<file path="config.mk">
export PLATFORM = sky130hd
export DESIGN_NAME = prime_candidate_gen
export DESIGN_NICKNAME = d
export VERILOG_FILES = /design/src/rtl/prime_candidate_gen.sv
export SDC_FILE = /design/constraint.sdc
export NUM_CORES = 1
export LEC_CHECK = 0
export ABC_AREA = 0
export BUFFER_PORTS_ARGS = -buffer_cell sky130_fd_sc_hd__buf_2
export CORE_UTILIZATION = 50
export CTS_BUF_LIST = sky130_fd_sc_hd__clkbuf_8 sky130_fd_sc_hd__clkbuf_16
export CTS_CLUSTER_SIZE = 25
export DETAILED_ROUTE_END_ITERATION = 8
export GPL_TIMING_DRIVEN = 0
export PLACE_DENSITY_LB_ADDON = 0.15
export SKIP_CTS_REPAIR_TIMING = 1
export SYNTH_ARGS = -nofsm -noshare
export SYNTH_HDL_FRONTEND = slang
export SYNTH_SLANG_ARGS = --single-unit
</file>
<file path="constraint.sdc">
create_clock -name clk -period 5.1 [get_ports clk]
set_input_delay 0.51 -clock clk [delete_from_list [all_inputs] [get_ports clk]]
set_output_delay 0.51 -clock clk [all_outputs]
set_load 0.05 [all_outputs]
</file>
<file path="src/rtl/prime_candidate_gen.sv">
// Draws odd, MSB-set candidates from a Galois LFSR and rejects small-prime multiples
// with a bit-serial sieve. Survivors are offered to an external Miller-Rabin tester.
module prime_candidate_gen #(
    parameter int unsigned WORD_WIDTH = 32,
    parameter logic [WORD_WIDTH/2-1:0] LFSR_TAPS = 16'hB400,
    parameter int unsigned MAX_ATTEMPTS = 255
) (
    input  logic                      clk,
    input  logic                      rst,
    input  logic                      start,
    input  logic [WORD_WIDTH/2-1:0]   seed,
    input  logic [1:0]                security_parameter,
    output logic                      busy,
    output logic                      done,
    output logic                      fail,
    output logic [WORD_WIDTH/2-1:0]   prime,
    output logic [7:0]                attempts,
    output logic                      mr_enable,
    output logic [WORD_WIDTH/2-1:0]   mr_n,
    output logic [1:0]                mr_security_parameter,
    input  logic                      mr_done,
    input  logic                      mr_is_prime
);

    localparam int H  = WORD_WIDTH / 2;
    localparam int BW = $clog2(H);
    localparam logic [H-1:0] ONE        = {{(H-1){1'b0}}, 1'b1};
    localparam logic [H-1:0] CAND_FORCE = {1'b1, {(H-2){1'b0}}, 1'b1};

    typedef enum logic [3:0] {
        IDLE, DRAW, SIEVE, CHECK, MR_START, MR_WAIT, NEXT, FOUND, S_FAIL
    } state_t;

    state_t          state;
    logic [H-1:0]    lfsr;
    logic [H-1:0]    lfsr_next;
    logic [BW-1:0]   bit_idx;
    logic [3:0]      r3, r5, r7, r11, r13;
    logic            sieve_hit;

    // One step of 2r+b mod p; r < p guarantees 2r+b < 2p, so one subtract suffices.
    function automatic logic [3:0] res_step(input logic [3:0] r, input logic b,
                                            input logic [4:0] p);
        logic [4:0] t;
        t = {r, b};
        return (t >= p) ? 4'(t - p) : t[3:0];
    endfunction

    always_comb begin
        lfsr_next = lfsr[0] ? ((lfsr >> 1) ^ LFSR_TAPS) : (lfsr >> 1);
        sieve_hit = (r3 == 4'd0) || (r5 == 4'd0) || (r7 == 4'd0) ||
                    (r11 == 4'd0) || (r13 == 4'd0);
    end

    always_ff @(posedge clk) begin
        if (!rst) begin
            state                 <= IDLE;
            busy                  <= 1'b0;
            done                  <= 1'b0;
            fail                  <= 1'b0;
            mr_enable             <= 1'b0;
            prime                 <= '0;
            attempts              <= '0;
            mr_n                  <= '0;
            mr_security_parameter <= '0;
            lfsr                  <= ONE;
            bit_idx               <= '0;
            r3                    <= '0;
            r5                    <= '0;
            r7                    <= '0;
            r11                   <= '0;
            r13                   <= '0;
        end else begin
            done      <= 1'b0;
            fail      <= 1'b0;
            mr_enable <= 1'b0;
            case (state)
                IDLE: begin
                    if (start) begin
                        lfsr                  <= (seed == '0) ? ONE : seed;
                        attempts              <= '0;
                        prime                 <= '0;
                        mr_security_parameter <= security_parameter;
                        busy                  <= 1'b1;
                        state                 <= DRAW;
                    end
                end
                DRAW: begin
                    lfsr     <= lfsr_next;
                    mr_n     <= lfsr_next | CAND_FORCE;
                    attempts <= 8'(attempts + 8'd1);
                    r3       <= '0;
                    r5       <= '0;
                    r7       <= '0;
                    r11      <= '0;
                    r13      <= '0;
                    bit_idx  <= BW'(H - 1);
                    state    <= SIEVE;
                end
                SIEVE: begin
                    r3  <= res_step(r3,  mr_n[bit_idx], 5'd3);
                    r5  <= res_step(r5,  mr_n[bit_idx], 5'd5);
                    r7  <= res_step(r7,  mr_n[bit_idx], 5'd7);
                    r11 <= res_step(r11, mr_n[bit_idx], 5'd11);
                    r13 <= res_step(r13, mr_n[bit_idx], 5'd13);
                    if (bit_idx == '0) begin
                        state <= CHECK;
                    end else begin
                        bit_idx <= bit_idx - 1'b1;
                    end
                end
                CHECK: begin
                    if (sieve_hit) begin
                        state <= NEXT;
                    end else begin
                        mr_enable <= 1'b1;
                        state     <= MR_START;
                    end
                end
                MR_START: begin
                    state <= MR_WAIT;
                end
                MR_WAIT: begin
                    if (mr_done) begin
                        if (mr_is_prime) begin
                            prime <= mr_n;
                            done  <= 1'b1;
                            state <= FOUND;
                        end else begin
                            state <= NEXT;
                        end
                    end
                end
                NEXT: begin
                    if (attempts == 8'(MAX_ATTEMPTS)) begin
                        fail  <= 1'b1;
                        state <= S_FAIL;
                    end else begin
                        state <= DRAW;
                    end
                end
                FOUND, S_FAIL: begin
                    busy  <= 1'b0;
                    state <= IDLE;
                end
                default: state <= IDLE;
            endcase
        end
    end

endmodule

</file>
==> flow_summary.json <==
{
  "antennaDiodeCount": 0,
  "cts.root.buffer_cell": "clkbuf_8",
  "route.met3.wl_um": 391,
  "ys_seq_area_share_pct": 41.8,
  "place_congestion": 0.815,
  "max_slew_margin_pct": 41.1,
  "yosysMostFrequentCell": "nand2_1",
  "dr_wl_met2_um": 5220,
  "clock_path_buffers": 2,
  "antenna_found_initial": 0,
  "post-route-period-util_pct": 60.6,
  "dieArea_mm2": 0.00880,
  "synth_warnings": 0,
  "ys_ff_latch": 88,
  "ys_top_cells_by_area": "dfxtp_1 (42%), nand2_1 (8.6%), a21oi_1 (6.5%)",
  "synth_nets": 550,
  "viasPerCell": 5.73,
  "path_clk_slew_ps": 100,
  "synth_commonest_cells": "nand2_1 (96), dfxtp_1 (88), a21oi_1 (55), nor2_1 (31), nand3_1 (28)",
  "critPathRequiredTime_ps": 5370,
  "hold_viol_final": 0,
  "peakVddDrop_v": 0.000215,
  "min_period_ps": 3090,
  "synthCells": 518,
  "maxSlewViolCount": 0,
  "max_cap_viol_count": 0,
  "post_dp_cell_area_mm2": 0.00469,
  "wl_met1_um": 4930,
  "nets": 629,
  "via_count": 4053,
  "p_leak_nw": 1.95,
  "cp_max_fo": 14,
  "cts_num_sinks": 88,
  "tightest_slew_ps": 878,
  "fin_util_pct": 59.7,
  "overflow": 0,
  "synth_top_area_share_pct": 41.8,
  "ios": 69,
  "insertion_delay_ps": 370,
  "arrival_ps": 3360,
  "synth_edf_count": 0,
  "ant_nets": 0,
  "ys_types": 59,
  "htree_levels": 3,
  "grt_pass1_vias": 3635,
  "ys.flop_type": "dfxtp_1",
  "start_util_pct": 51.5,
  "grt_max_degree": 19,
  "fmax_mhz": 323,
  "synth.largest_area_cell": "dfxtp_1",
  "drive_gt1_share_pct": 17.6,
  "dr.first_iter.drc_count": 193,
  "setup_tns_ps": 0,
  "power_density_mw_per_mm2": 357,
  "drc_errors": 0,
  "wl_um": 10700,
  "finalPower_mw": 1.74,
  "async_reset_ff_share_pct": 0,
  "wl_per_cell_um": 15.2,
  "cp-start-kind": "flip-flop",
  "area_delta_synth_final_pct": 15.9,
  "die_w_um": 93.8,
  "status": "finished clean",
  "syn_area_mm2": 0.00421,
  "worstSetupPathType": "reg2reg",
  "die_h_um": 93.8,
  "top_layer": "met4",
  "crit_path_end_kind": "flip-flop",
  "hpwl_um": 7760,
  "numCtsBuffers": 9,
  "drt-pass1-iter-count": 4,
  "grt_usage_pct": 25.2,
  "rsz0062_at_grt": "false",
  "hp-class": "in2reg",
  "grt_pass1_wl_um": 17400,
  "finClkSkew_ps": 11.8,
  "postLayoutCellArea_mm2": 0.00488,
  "portBuffers": 68,
  "syn_area_per_cell_um2": 8.14,
  "coreArea_mm2": 0.00818,
  "setup_viol": 0,
  "cts_tree": "done",
  "rows": 33
}
cells by family after synthesis:
family	after synthesis	synth area share (%)
xor+xnor	6	1.25
flops	88	41.8
compound gates	140	20.7
mux	13	4.75
simple gates	213	23.8
buf+inv	49	5.02
fa+ha+maj	9	2.67
critical path, cell delays in order, from the launching register on:
cell and delay, ps:
dfxtp_1 330, buf_6 130, mux4_1 550, mux2i_1 150, mux2_4 250, inv_4 90, buf_4 210, ha_1 230
a211oi_1 560, mux2i_1 250, a31oi_1 50, a22o_1 220
layer usage:
metal,vias to the layer above,track usage (%)
met3,18,3.56
met5,-,0
met2,101,41.7
met1,1905,32.3
met4,0,11.7
li1,2029,-
registers in the layout (all words and copies together), names as in the netlist, 2 cells and up:
register,cells
attempts,8
bit_idx,4
lfsr,16
mr_n,15
mr_security_parameter,2
prime,15
r11,4
r13,4
r3,4
r5,4
r7,4
state,4
cell type report:
cell class / count / area [µm²]
inverter: 12 / 47.5
sequential: 88 / 1760
clock buffer: 9 / 124
tap: 105 / 131
fill: 769 / 3290
buffer: 37 / 164
multi-input combinational: 381 / 2240
timing repair buffer: 68 / 340
clock inverter: 7 / 75.1
layout by cell type (no fill, tap or decap), types with 3 or more instances in the layout:
| cell | Yosys | routed |
|---|---|---|
| clkbuf_8 | 0 | 9 |
| xor2_1 | 6 | 6 |
| a22o_1 | 3 | 3 |
| mux4_1 | 4 | 4 |
| nor4_1 | 8 | 8 |
| nand2b_1 | 3 | 3 |
| clkbuf_1 | 27 | 27 |
| o211ai_1 | 4 | 4 |
| and4_1 | 3 | 3 |
| inv_8 | 0 | 3 |
| ha_1 | 9 | 9 |
| buf_4 | 3 | 3 |
| inv_1 | 10 | 10 |
| o21ai_0 | 22 | 22 |
| a22oi_1 | 3 | 3 |
| and3_1 | 3 | 3 |
| or3_1 | 5 | 5 |
| nand3_1 | 28 | 28 |
| mux2i_1 | 8 | 8 |
| dfxtp_1 | 88 | 88 |
| and2_1 | 3 | 3 |
| a211o_1 | 3 | 3 |
| a211oi_1 | 8 | 8 |
| nand3b_1 | 3 | 3 |
| nand2_1 | 96 | 96 |
| buf_2 | 5 | 73 |
| a32o_1 | 3 | 3 |
| nand4_1 | 6 | 6 |
| nor3_1 | 13 | 13 |
| a21oi_1 | 55 | 55 |
| nor2_1 | 31 | 31 |
| a31oi_1 | 18 | 18 |
path summary, 6_finish.rpt:
| check | startpoint | end | slack (ps) | depth (start not counted) |
|---|---|---|---|---|
| worst min-delay path | security_parameter[0] | mr_security_parameter[0] | 370 | 3 |
| worst max-delay path | bit_idx[1] | r7[1] | 2010 | 11 |
| worst min register to register | prime[9] | prime[9] | 460 | 2 |
| worst max register to register | bit_idx[1] | r7[1] | 2010 | 11 |
where the power goes:
group	internal, mW	leakage (nW)	switching [mW]	total, mW
sequential	0.739	0.715	0.0420	0.781
clock	0.193	0.0981	0.293	0.486
combinational	0.150	1.13	0.327	0.477
through the flow:
| step | setup slack (ps) | hold WS, ps | instances |
|---|---|---|---|
| after detailed placement | 2020 | 445 | 691 |
| final | 2010 | 374 | 707 |
| after global routing | 1790 | 399 | 707 |
| after floorplan | 2240 | 437 | 518 |
| after CTS | 2010 | 370 | 707 |
| after global placement | 2050 | 441 | 691 |
(Power assumes the default switching activity.)
